**src/rtl/cr_kme_fifo_pkg.sv**
```systemverilog
// cr_kme_fifo_pkg: width helpers and status struct shared by the KME FIFOs.
// Revision: 1.0
`default_nettype none
package cr_kme_fifo_pkg;

    function automatic int cr_kme_fifo_cnt_w(input int depth);
        return $clog2(depth + 1);
    endfunction

    function automatic int cr_kme_fifo_ptr_w(input int depth);
        return (depth > 1) ? $clog2(depth) : 1;
    endfunction

    typedef struct packed {
        logic overflow;
        logic underflow;
    } cr_kme_fifo_status_t;

endpackage
`default_nettype wire

```
**src/rtl/cr_kme_fifo_ng_ptr.sv**
```systemverilog
// cr_kme_fifo_ng_ptr: modulo-DEPTH pointer with synchronous clear (clr beats inc).
// Revision: 1.0
`default_nettype none
module cr_kme_fifo_ng_ptr
    import cr_kme_fifo_pkg::*;
#(
    parameter int DEPTH = 3,
    localparam int PTR_W = cr_kme_fifo_ptr_w(DEPTH)
) (
    input  logic             clk,
    input  logic             rst_n,
    input  logic             clr,
    input  logic             inc,
    output logic [PTR_W-1:0] ptr
);

    always_ff @(posedge clk or negedge rst_n) begin
        if (!rst_n) begin
            ptr <= '0;
        end else if (clr) begin
            ptr <= '0;
        end else if (inc) begin
            ptr <= (ptr == PTR_W'(DEPTH - 1)) ? '0 : ptr + 1'b1;
        end
    end

endmodule
`default_nettype wire

```
**src/rtl/cr_kme_fifo_ng.sv**
```systemverilog
// cr_kme_fifo_ng: fall-through KME staging FIFO, any depth, advisory stall threshold.
// Optional macro CR_KME_FIFO_NG_HWM_EN enables high-watermark tracking. Revision: 1.0
`default_nettype none
module cr_kme_fifo_ng
    import cr_kme_fifo_pkg::*;
#(
    parameter int DATA_SIZE   = 128,
    parameter int FIFO_DEPTH  = 3,
    parameter int STALL_AT    = 0,
    parameter int OVERRIDE_EN = 0,
    localparam int CNT_W      = cr_kme_fifo_cnt_w(FIFO_DEPTH)
) (
    input  logic                 clk,
    input  logic                 rst_n,
    input  logic                 clear,
    input  logic [DATA_SIZE-1:0] fifo_in,
    input  logic                 fifo_in_valid,
    input  logic                 fifo_in_stall_override,
    output logic                 fifo_in_stall,
    output logic [DATA_SIZE-1:0] fifo_out,
    output logic                 fifo_out_valid,
    input  logic                 fifo_out_ack,
    output logic                 fifo_overflow,
    output logic                 fifo_underflow,
    output logic [CNT_W-1:0]     used_slots,
    output logic [CNT_W-1:0]     free_slots,
    output logic [CNT_W-1:0]     hwm_slots
);

    localparam int   PTR_W = cr_kme_fifo_ptr_w(FIFO_DEPTH);
    localparam logic OVR   = (OVERRIDE_EN != 0);

    logic [DATA_SIZE-1:0] mem [FIFO_DEPTH];
    logic [PTR_W-1:0]     rd_ptr;
    logic [PTR_W-1:0]     wr_ptr;
    logic [CNT_W-1:0]     count;
    cr_kme_fifo_status_t  status;
    logic                 full;
    logic                 empty;
    logic                 ren;
    logic                 wen;

    assign full  = (count == CNT_W'(FIFO_DEPTH));
    assign empty = (count == '0);
    assign ren   = !empty && fifo_out_ack;
    // A pop in the same cycle frees the slot, so a write to a full FIFO is accepted then.
    assign wen   = fifo_in_valid && (!full || ren);

    always_ff @(posedge clk or negedge rst_n) begin
        if (!rst_n) begin
            count <= '0;
        end else if (clear) begin
            count <= '0;
        end else if (wen && !ren) begin
            count <= count + 1'b1;
        end else if (ren && !wen) begin
            count <= count - 1'b1;
        end
    end

    always_ff @(posedge clk or negedge rst_n) begin
        if (!rst_n) begin
            status <= '0;
        end else begin
            status.overflow  <= !clear && fifo_in_valid && full && !ren;
            status.underflow <= !clear && fifo_out_ack && empty;
        end
    end

    always_ff @(posedge clk) begin
        if (wen && !clear) begin
            mem[wr_ptr] <= fifo_in;
        end
    end

    cr_kme_fifo_ng_ptr #(.DEPTH(FIFO_DEPTH)) u_wr_ptr (
        .clk   (clk),
        .rst_n (rst_n),
        .clr   (clear),
        .inc   (wen),
        .ptr   (wr_ptr)
    );

    cr_kme_fifo_ng_ptr #(.DEPTH(FIFO_DEPTH)) u_rd_ptr (
        .clk   (clk),
        .rst_n (rst_n),
        .clr   (clear),
        .inc   (ren),
        .ptr   (rd_ptr)
    );

    assign fifo_out       = empty ? '0 : mem[rd_ptr];
    assign fifo_out_valid = !empty;
    assign fifo_overflow  = status.overflow;
    assign fifo_underflow = status.underflow;
    assign used_slots     = count;
    assign free_slots     = CNT_W'(FIFO_DEPTH) - count;
    assign fifo_in_stall  = (free_slots <= CNT_W'(STALL_AT)) || (OVR && fifo_in_stall_override);

`ifdef CR_KME_FIFO_NG_HWM_EN
    logic [CNT_W-1:0] hwm;

    always_ff @(posedge clk or negedge rst_n) begin
        if (!rst_n) begin
            hwm <= '0;
        end else if (clear) begin
            hwm <= '0;
        end else if (count > hwm) begin
            hwm <= count;
        end
    end

    assign hwm_slots = hwm;
`else
    assign hwm_slots = '0;
`endif

endmodule
`default_nettype wire
```
**config.mk**
```make
export PLATFORM = sky130hd
export DESIGN_NAME = cr_kme_fifo_ng
export DESIGN_NICKNAME = d
export VERILOG_FILES = /design/src/rtl/cr_kme_fifo_pkg.sv /design/src/rtl/cr_kme_fifo_ng_ptr.sv /design/src/rtl/cr_kme_fifo_ng.sv
export SDC_FILE = /design/constraint.sdc
export NUM_CORES = 1
export LEC_CHECK = 0
export CAP_MARGIN = 10
export CORE_AREA = 3 3 218 167
export DETAILED_ROUTE_END_ITERATION = 8
export DIE_AREA = 0 0 221 170
export DONT_BUFFER_PORTS = 1
export PLACE_DENSITY = 0.69
export SLEW_MARGIN = 0
export SYNTH_ARGS = -nofsm -noshare
export SYNTH_HDL_FRONTEND = slang
export SYNTH_SLANG_ARGS = --single-unit
```
**constraint.sdc**
```tcl
create_clock -name clk -period 11.35 [get_ports clk]
set_clock_uncertainty 0.1 [all_clocks]
set_input_delay 2.27 -clock clk [delete_from_list [all_inputs] [get_ports clk]]
set_output_delay 2.27 -clock clk [all_outputs]
set_load 0.1 [all_outputs]
```
After elaboration in Yosys (flattened, before gate mapping). Memories as Yosys holds them, arrays and structs flattened. Cells that the tools add are included. Widths: inputs -> output; s select.

Output and inout bits: 138. Flip-flop bits (word level): 8. RAM bits: 384. Memories kept: 1. Input port bits: 134. Word-level logic and storage cells: 47.

Memories: mem (words 3, width 128, rd ports 1, clocked after memory_dff 0, write ports 1, RTL line cr_kme_fifo_ng.sv:33) `logic [DATA_SIZE-1:0] mem [FIFO_DEPTH];`.

Equality and inequality tests: 3. $add $sub $neg: 5. Reductions and logical operators: 20. Mux-type cells: 12. $lt $le $gt $ge: 1.

Operators by type and width (number): $mux 128 (1); $mux 2 (9); $logic_and 1x1->1 (10); $add 2x1->2 const B (3); $eq 2x2->1 const B (3); $logic_not 1->1 (5); $reduce_bool 2->1 (2); $reduce_bool 3->1 (1); $le 2x1->1 const B (1); $logic_not 2->1 (1); $mux 1 (2); $sub 2x1->2 const B (1); $sub 2x2->2 const A (1); $logic_or 1x1->1 (1).

Longest topological paths before layout. Gate-level depths: netlist of the first run.

Word-level depth: 10. Depth in mapped cells: 6. Mapped depth without buffers: 3.

Modules after synthesis. A second synthesis of the first run with hierarchy kept.

Cell total of the unflattened synthesis: 857. Area total of the unflattened synthesis: 15489.9 µm².

Modules (own cells, without submodules): cr_kme_fifo_ng (instances 1, sequential area each 11631.2 µm², area an instance 15312.2 µm², cells each 841); cr_kme_fifo_ng_ptr (instances 2, sequential area each 50.0 µm², area an instance 88.8 µm², cells each 8).

Worst setup path before layout of the first run. OpenSTA, ideal clock, no wires.

Path kind: input port to flip-flop. Start: input clear. End: memory mem[1][0], enable pin. Cell stages on the path: 3. Setup time: 798 ps. Path buffers: 1. Path slack: -1706 ps. Required time: 10452 ps. Data arrival time: 12157 ps. Cell sequence: clkbuf_1 or3_1 nor3b_1.

Cells in the longest elaborated chain, start to end: 4.

RTL lines: start, declared (RTL line cr_kme_fifo_ng.sv:15) `input logic clear,`; $logic_not 1->1 (RTL line cr_kme_fifo_ng.sv:71) `if (wen && !clear) begin`; $logic_and 1x1->1 (RTL line cr_kme_fifo_ng.sv:71); $mux 1 (RTL line cr_kme_fifo_ng.sv:71); $mux 1 (not written as such) (RTL line cr_kme_fifo_ng.sv:72) `mem[wr_ptr] <= fifo_in;`; end, declared (RTL line cr_kme_fifo_ng.sv:33).

No other way between the ends.

Worst setup path in the final report of the first run.
Start: register u_rd_ptr.ptr[0]. End: output fifo_out[45].

Cells in the longest elaborated chain, start to end: 2.

RTL lines: start, declared (RTL line cr_kme_fifo_ng_ptr.sv:14) `output logic [PTR_W-1:0] ptr`; start signal, assigned (RTL line cr_kme_fifo_ng_ptr.sv:23) `ptr <= (ptr == PTR_W'(DEPTH - 1)) ? '0 : ptr + 1'b1;`; $mem_v2 3x128; $mux 128 (RTL line cr_kme_fifo_ng.sv:92) `assign fifo_out = empty ? '0 : mem[rd_ptr];`; end, declared (RTL line cr_kme_fifo_ng.sv:20) `output logic [DATA_SIZE-1:0] fifo_out,`.

No other way between the ends.

==> impl_metrics.toml, run 1 <==
[run_status]
status = "complete, no violations"

[floorplanning]
rows = 59
die_height_microns = 170
initial_utilization = 0.448
fp.coreArea_sq_um = 34400
pin_count = 272
die-area_sq_um = 37600
die_w_microns = 221

[critical_path]
startpoint_type = "flip-flop"
cp_top_family = "flip-flops"
cp_slowest_cell = "dfrtp_4"
slowest_delay_ps = 1010
crit_buf_inv = 1
crit_path_end_kind = "primary output"
path_max_fanout = 68
cp.arrival_ps = 3790
cp_data_required_time_ps = 8980
critPathKind = "reg -> out"
path_cells = "buf_4, mux2_2, mux2i_1, nor2_2"

[power_and_ir_drop]
powerDensity_nw_per_um2 = 197
irDropWorstVdd_mv = 0.179
leakage_nw = 5.27

[yosys]
yosys.area.top_type = "edfxtp_1"
synth_edf_count = 384
netlist_instances = 860
yosysSeqAreaShare = 0.762
async_reset_ff_frac = 0.0204
syn_avg_cell_area_sq_um = 17.9
ys.flop_type = "edfxtp_1"
yosysTopAreaCellShare = 0.749
yosys_warnings = 0
synth_seq_cells = 392
synth.top_cells.by_area = "edfxtp_1 (75%), mux2_2 (9.4%), mux2i_1 (8.4%)"
synth_cell_types = 27
syn_area_sq_um = 15400

[detailed_routing]
first_pass_iters = 4
wl_microns = 29600
dr_wl_met2_microns = 14400
wl_met3_microns = 2630
drc = 0
viasPerCell = 5.25
met1_length_microns = 12000
dr.max_layer_used = "met4"
antenna_left = 0
first_iter_violations = 438
wl_per_cell_microns = 21.9
route.vias.total = 7108

[clock_network]
cts_tree = "yes"
post_cts_buffers = 0
cts_inserted_buffers = 39
htree_levels = 2
cts.sinks = 392
clkLatencyLatePin_ps = 520
ctsResizeCount = 0
cts_hold_buf = 0
root_buffer = "clkbuf_16"
path_clk_slew_ps = 60
clockBufferDepth = 3

[global_route]
grt_max_degree = 69
grt_pass1_wl_microns = 45100
grt_use_total = 0.155
gr-total-overflow = 0
antenna_found_initial = 0
grt_pass1_vias = 7415

[timing]
finalCriticalPeriod_ps = 6160
min_period_over_period = 0.543
clock.fmax_mhz = 162
tns_ps = 0
fin_ws_ps = 5190
final_hold_viol_count = 0
drv_slew = 0
worst_pin_slew_ps = 1200
finalSetupViolations = 0
rsz0062_at_grt = "no"
hold_slack_ps = 529
relSlewSlack = 0.198

[finish]
design.final.nets = 1002
final_common_cell = "edfxtp_1"
drive_above_1_share = 0.370
diodes = 0
final_cell_mix = "edfxtp_1 (384), mux2i_1 (129), nor2_2 (129)"
stdcell_area_sq_um = 17400
area_growth_pct = 13.1

[min_path]
min_path_type = "reg -> reg"

[run]
maxCapViolations = 0

[place]
post-place-ws_ps = 5490
dpl_cell_area_sq_um = 16200
hpwlAfterDp_microns = 17400
place.port_buffers = 0
place_congestion = 0.697
[final cells by class]
type	count	area [sq um]
tap	457	572
sequential	392	11700
clock buffer	50	1060
clock inverter	20	179
fill	2820	17000
timing repair buffer	13	97.6
inverter	4	15.0
multi-input combinational	418	3750
[tightest hold or removal path: cells and delay by family (launching register included)]
| kind | cells | cell delay [ps] |
|---|---|---|
| AO/OA/AOI/OAI | 2 | 170 |
| flip-flops | 1 | 430 |
[synth_stat cells (2+ instances only)]
library cell	n
clkbuf_1	15
nand2_1	3
inv_1	4
dfrtp_1	8
mux2i_1	129
a21oi_1	5
o21ai_0	4
nor2_1	131
buf_2	19
edfxtp_1	384
nor3b_1	3
buf_4	12
or3_1	2
mux2_2	128
[kinds of logic after synthesis]
| group | share of synthesized area |
|---|---|
| compound gates | 0.00341 |
| xor+xnor | 0.000569 |
| mux | 0.177 |
| buf+inv | 0.0174 |
| other cells | 0.000243 |
| simple gates | 0.0395 |
| flops | 0.762 |
[power breakdown]
group | switching (mW) | internal, mW
clock network | 0.513 | 0.729
logic | 0.442 | 0.0797
registers | 0.0242 | 1.63
total | 0.980 | 2.44
[final timing paths]
path | from | endpoint | slack (ps) | cells after the start
min | u_wr_ptr.ptr[0] | u_wr_ptr.ptr[0] | 530 | 2
max | u_rd_ptr.ptr[0] | fifo_out[45] | 5190 | 4
max in group asynchronous | rst_n | u_rd_ptr.ptr[1] | 9730 | 0
min reg2reg | u_wr_ptr.ptr[0] | u_wr_ptr.ptr[0] | 530 | 2
max reg2reg | used_slots[1] | mem[1][109] | 6810 | 5
min in group asynchronous | rst_n | fifo_underflow | 1340 | 0
[registers in the layout, summed over array words and instances (netlist names)]
name            count
fifo_underflow      1
used_slots          2
fifo_overflow       1
u_wr_ptr.ptr        2
u_rd_ptr.ptr        2
mem               384
[per-layer routing]
layer | GRT usage | vias to the layer above
li1 | - | 3267
met5 | 0 | -
met1 | 0.193 | 3615
met2 | 0.253 | 182
met3 | 0.0667 | 44
met4 | 0.0392 | 0
[stage by stage]
step	power, mW	utilization	std cells
4_1_cts	3.47	0.506	1354
3_5_place_dp	2.22	0.470	1284
6_report	3.42	0.506	1354
5_1_grt	3.55	0.506	1354
3_3_place_gp	2.21	0.470	1284
2_1_floorplan	2.15	-	861
Power figures use the tool's default switching activity.
==> inputs of run 2 (changes only) <==
--- a/config.mk
+++ b/config.mk
@@ -10,7 +10,7 @@
 export DETAILED_ROUTE_END_ITERATION = 8
 export DIE_AREA = 0 0 221 170
 export DONT_BUFFER_PORTS = 1
-export PLACE_DENSITY = 0.69
+export PLACE_DENSITY = 0.67
 export SLEW_MARGIN = 0
 export SYNTH_ARGS = -nofsm -noshare
 export SYNTH_HDL_FRONTEND = slang
==> constraint.sdc (replaced) <==
create_clock -name clk -period 5.8 [get_ports clk]
set_clock_uncertainty 0.1 [all_clocks]
set_input_delay 1.16 -clock clk [delete_from_list [all_inputs] [get_ports clk]]
set_output_delay 1.16 -clock clk [all_outputs]
set_load 0.1 [all_outputs]
==> run 2 against run 1 <==
Net effect: power up 92%; via count down 0.52%; clock-buffer cell count fell by 3; cell area hardly changed; worst setup slack got worse by 4000 ps; critical path type unchanged; critical path depth down 1; sequential share of layout area about the same.
==> impl_metrics.toml, run 2 (synthesis gave the netlist of run 1 again) <==
[clock_network]
cts_hold_buf = 0
clkLatencyLatePin_ps = 510
clockBufferDepth = 3
cts.sinks = 392
htree_levels = 2
cts_inserted_buffers = 38
cts_tree = "yes"
root_buffer = "clkbuf_16"
path_clk_slew_ps = 60
ctsResizeCount = 0
post_cts_buffers = 0

[detailed_routing]
wl_per_cell_microns = 21.3
wl_microns = 28800
viasPerCell = 5.22
antenna_left = 0
drc = 0
first_iter_violations = 370
first_pass_iters = 4
route.vias.total = 7071

[critical_path]
path_cells = "nor2_4, buf_4, nor2_2"
startpoint_type = "flip-flop"
rr_endpoint = "mem[2][78]"
crit_path_end_kind = "primary output"
cp_data_required_time_ps = 4540
r2r-start = "used_slots[0]"
r2r_slack_ps = 2530
r2r.worst_path.cells = 4
crit_start = "used_slots[0]"
cp.arrival_ps = 3380
slowest_delay_ps = 1040
cp_slowest_cell = "dfrtp_1"
path_max_fanout = 65
critPathKind = "reg -> out"

[global_route]
grt_use_total = 0.150
grt_max_degree = 84
antenna_found_initial = 0
grt_pass1_vias = 7319
gr-total-overflow = 0
grt_pass1_wl_microns = 44000

[finish]
regMostFlops = "mem"
seqCellArea_sq_um = 11700
largest_reg_flops = 384
area_growth_pct = 13.1
drive_above_1_share = 0.367
final_util = 0.507
final_common_cell = "edfxtp_1"
nFillCells = 2770
design.final.nets = 1005
diodes = 0
final_cell_mix = "edfxtp_1 (384), mux2i_1 (129), nor2_2 (129)"
multi_input_area_sq_um = 3770

[place]
place_congestion = 0.719
hpwlAfterDp_microns = 17300
place.port_buffers = 0

[power_and_ir_drop]
switching_share = 0.287
combPwrFrac = 0.157
powerDensity_nw_per_um2 = 377
p_int_mw = 4.68
leakage_nw = 5.27
clkPwrFrac = 0.349
sequentialPowerShare = 0.494
p_switching_mw = 1.88
irDropWorstVdd_mv = 0.321

[floorplanning]
initial_utilization = 0.448
fp.coreArea_sq_um = 34400
rows = 59
pin_count = 272
die-area_sq_um = 37600
die_height_microns = 170
die_w_microns = 221

[run]
maxCapViolations = 0

[timing]
finalCriticalPeriod_ps = 4640
worst_pin_slew_ps = 1130
finalSetupViolations = 0
rsz0062_at_grt = "no"
drv_slew = 0
final_hold_viol_count = 0
min_period_over_period = 0.801
relSlewSlack = 0.249
tns_ps = 0
clock.fmax_mhz = 215

[min_path]
min_path_type = "in -> async"

[run_status]
status = "complete, no violations"
[run 2: cell count changes in the layout (fill, tap and decap cells not counted), sizes merged]
| cell | previous run | this run |
|---|---|---|
| buf | 13 | 17 |
| clkinv | 13 | 16 |
| clkinvlp | 3 | 0 |
| inv | 5 | 6 |
| clkbuf | 50 | 47 |
| bufinv | 3 | 2 |
[run 2: area by class of cell]
type                       count  area share
clock buffer                  47      0.0577
clock inverter                20     0.00833
inverter                       4    0.000862
multi-input combinational    418       0.217
sequential                   392       0.674
tap                          457      0.0328
timing repair buffer          17      0.0102
[run 2: how the worst max path moves through the flow]
stage                   endpoint  slack, ps  depth (start not counted)
floorplan              mem[1][0]        100                          3
detailed placement  fifo_out[73]       1690                          3
CTS                 fifo_out[73]       1130                          3
finish              fifo_out[73]       1160                          3
global route        fifo_out[75]       1030                          3
global placement    fifo_out[23]       1740                          3
[run 2: stage by stage]
step | cell area, sq um | hold slack (ps) | total power [mW] | setup WS, ps | instances
detailed placement | 16300 | 568 | 4.34 | 1690 | 1288
CTS | 17400 | 204 | 6.64 | 1130 | 1355
global placement | 16300 | 561 | 4.34 | 1740 | 1288
finish | 17400 | 236 | 6.56 | 1160 | 1355
global route | 17400 | 197 | 6.80 | 1030 | 1355
floorplan | 15400 | 504 | 4.20 | 102 | 861
[run 2: worst max-delay path: cells and delay by family, from the launching register on]
family | cells | cell delay [ps]
buffers and inverters | 1 | 460
DFF | 1 | 1040
and+or+nand+nor | 2 | 1240
[run 2: power by group through the flow]
stage | combinational [mW] | sequential (mW) | clock [mW]
after floorplan | 0.913 | 3.29 | 0
after global placement | 1.04 | 3.30 | 0
after detailed placement | 1.04 | 3.30 | 0
after CTS | 1.04 | 3.24 | 2.36
after global routing | 1.07 | 3.25 | 2.48
final | 1.03 | 3.24 | 2.29
[run 2: routing by layer]
metal  routed length [microns]  vias to the layer above  GRT usage
met5                         0                        -          0
met4                       720                        0     0.0462
met3                      2700                       50     0.0691
met2                     13500                      181      0.239
met1                     11900                     3570      0.186
li1                          -                     3270          -
==> inputs of run 3 (changes only) <==
--- a/config.mk
+++ b/config.mk
@@ -10,7 +10,7 @@
 export DETAILED_ROUTE_END_ITERATION = 8
 export DIE_AREA = 0 0 221 170
 export DONT_BUFFER_PORTS = 1
-export PLACE_DENSITY = 0.67
+export PLACE_DENSITY = 0.69
 export SLEW_MARGIN = 0
 export SYNTH_ARGS = -nofsm -noshare
 export SYNTH_HDL_FRONTEND = slang
==> constraint.sdc (replaced) <==
create_clock -name clk -period 3.99 [get_ports clk]
set_clock_uncertainty 0.1 [all_clocks]
set_input_delay 0.798 -clock clk [delete_from_list [all_inputs] [get_ports clk]]
set_output_delay 0.798 -clock clk [all_outputs]
set_load 0.1 [all_outputs]
==> run 3 against run 2 <==
Net effect: hold slack got worse by 0.88 ps; worst setup slack worse by 860 ps; sequential share of layout area shrank 4.1 points; power up 52%; first-iteration DRC count shrank 2.2%; via count increased by 8.2%; core utilization increased by 3.3 points; clock power is 55% higher; combinational power increased by 63%; routed wire length is 5.1% higher; sequential cell count did not move.
==> impl_metrics.toml, run 3 (synthesis gave the netlist of run 1 again) <==
[detailed_routing]
viasPerCell = 5.14
first_pass_iters = 4
drc = 0
route.vias.total = 7654
wl_microns = 30300
first_iter_violations = 362
antenna_left = 0
wl_per_cell_microns = 20.4

[clock_network]
cts_hold_buf = 1
path_clk_slew_ps = 60
post_cts_buffers = 0
cts_tree = "yes"
htree_levels = 2
ctsResizeCount = 0
clockBufferDepth = 3
cts.sinks = 392
clkLatencyLatePin_ps = 520
root_buffer = "clkbuf_16"
cts_inserted_buffers = 39

[min_path]
min_path_type = "in -> reg"
holdCritStartpoint = "clear"
holdPathEnd = "u_rd_ptr.ptr[1]"
min_path_cells = 1

[critical_path]
startpoint_type = "flip-flop"
cp.arrival_ps = 2800
crit_path_end_kind = "primary output"
rr_endpoint = "mem[2][84]"
cp_data_required_time_ps = 3090
r2r-start = "used_slots[1]"
path_max_fanout = 55
r2r.worst_path.cells = 4
critPathKind = "reg -> out"
crit_start = "u_rd_ptr.ptr[0]"
r2r_slack_ps = 1260

[timing]
clock.fmax_mhz = 271
final_hold_viol_count = 0
relSlewSlack = 0.398
fin_ws_ps = 293
worst_pin_slew_ps = 903
min_period_over_period = 0.927
finalCriticalPeriod_ps = 3700
drv_slew = 0
rsz0062_at_grt = "no"
finalSetupViolations = 0

[finish]
area_growth_pct = 20.5
regMostFlops = "mem"
largest_reg_flops = 384
drive_above_1_share = 0.452
final_common_cell = "edfxtp_1"
nFillCells = 2736
final_cell_mix = "edfxtp_1 (384), buf_4 (139), mux2i_1 (129), nor2_2 (129), mux2_2 (128)"
final_util = 0.540
design.final.nets = 1137
diodes = 0

[place]
hpwlAfterDp_microns = 17900
place.port_buffers = 0
post-place-ws_ps = 788
place_congestion = 0.704

[power_and_ir_drop]
p_switching_mw = 2.78
combPwrFrac = 0.169
irDropWorstVdd_mv = 0.427
clkPwrFrac = 0.357
leakage_nw = 6.02
switching_share = 0.280
p_int_mw = 7.17
sequentialPowerShare = 0.474
powerDensity_nw_per_um2 = 536

[run]
maxCapViolations = 0

[global_route]
grt_pass1_vias = 8094
grt_max_degree = 97
gr-total-overflow = 0
gr-max-usage-layer = "met2"
use_met3 = 0.0650
grt_use_total = 0.159
grt_use_met1 = 0.196
antenna_found_initial = 0
grt_pass1_wl_microns = 46700
use_met2 = 0.264

[floorplanning]
fp.coreArea_sq_um = 34400
rows = 59
die-area_sq_um = 37600
die_w_microns = 221
pin_count = 272
die_height_microns = 170
initial_utilization = 0.448

[run_status]
status = "complete, no violations"
run 3: changes by cell type in the layout (fill, tap and decap cells not counted), sizes merged:
cell,delta
inv,-2
buf,+130
clkbuf,+1
clkinv,+1
bufinv,+2
dlygate4sd3,+1
run 3: layout make-up:
| type | instances | area, sq um | share of cell area |
|---|---|---|---|
| well taps | 457 | 572 | 0.0308 |
| clock buffers | 48 | 1050 | 0.0567 |
| flip-flops and latches | 392 | 11700 | 0.632 |
| clock inverters | 21 | 196 | 0.0106 |
| inverters | 4 | 15.0 | 0.000809 |
| repair buffers | 148 | 1210 | 0.0654 |
| multi-input cells | 418 | 3780 | 0.203 |
run 3: how the worst max path moves through the flow:
stage | to | slack [ps]
finish | fifo_out[76] | 290
global route | fifo_out[76] | 110
CTS | fifo_out[76] | 220
detailed placement | fifo_out[76] | 790
global placement | fifo_out[76] | 780
floorplan | mem[1][0] | -1180
run 3: power groups by stage:
stage	registers [mW]	clock network [mW]	logic (mW)
2_1_floorplan	4.78	0	1.33
3_3_place_gp	4.80	0	1.69
3_5_place_dp	4.81	0	1.70
4_1_cts	4.72	3.66	1.70
5_1_grt	4.73	3.83	1.75
6_report	4.72	3.55	1.68
run 3: per-stage QoR:
step | std cells | power [mW] | hold slack (ps) | setup TNS (ps) | instance area (sq um)
5_1_grt | 1488 | 10.3 | 198 | 0 | 18600
3_5_place_dp | 1418 | 6.50 | 403 | 0 | 17300
6_report | 1488 | 9.95 | 235 | 0 | 18600
4_1_cts | 1488 | 10.1 | 200 | 0 | 18600
3_3_place_gp | 1418 | 6.49 | 403 | 0 | 17300
2_1_floorplan | 861 | 6.11 | 402 | -423100 | 15500
run 3: layer usage:
metal | up-vias | wire (microns) | share of wire
met5 | - | 0 | 0
met4 | 0 | 529 | 0.017
met3 | 44 | 2510 | 0.083
met2 | 204 | 14600 | 0.48
met1 | 3866 | 12600 | 0.42
li1 | 3540 | - | -
run 3: critical path, stage by stage (launching register included):
cell and delay (ps):
dfrtp_4 980, buf_4 410, mux2_2 370, mux2i_1 190, nor2_2 50, buf_4 250
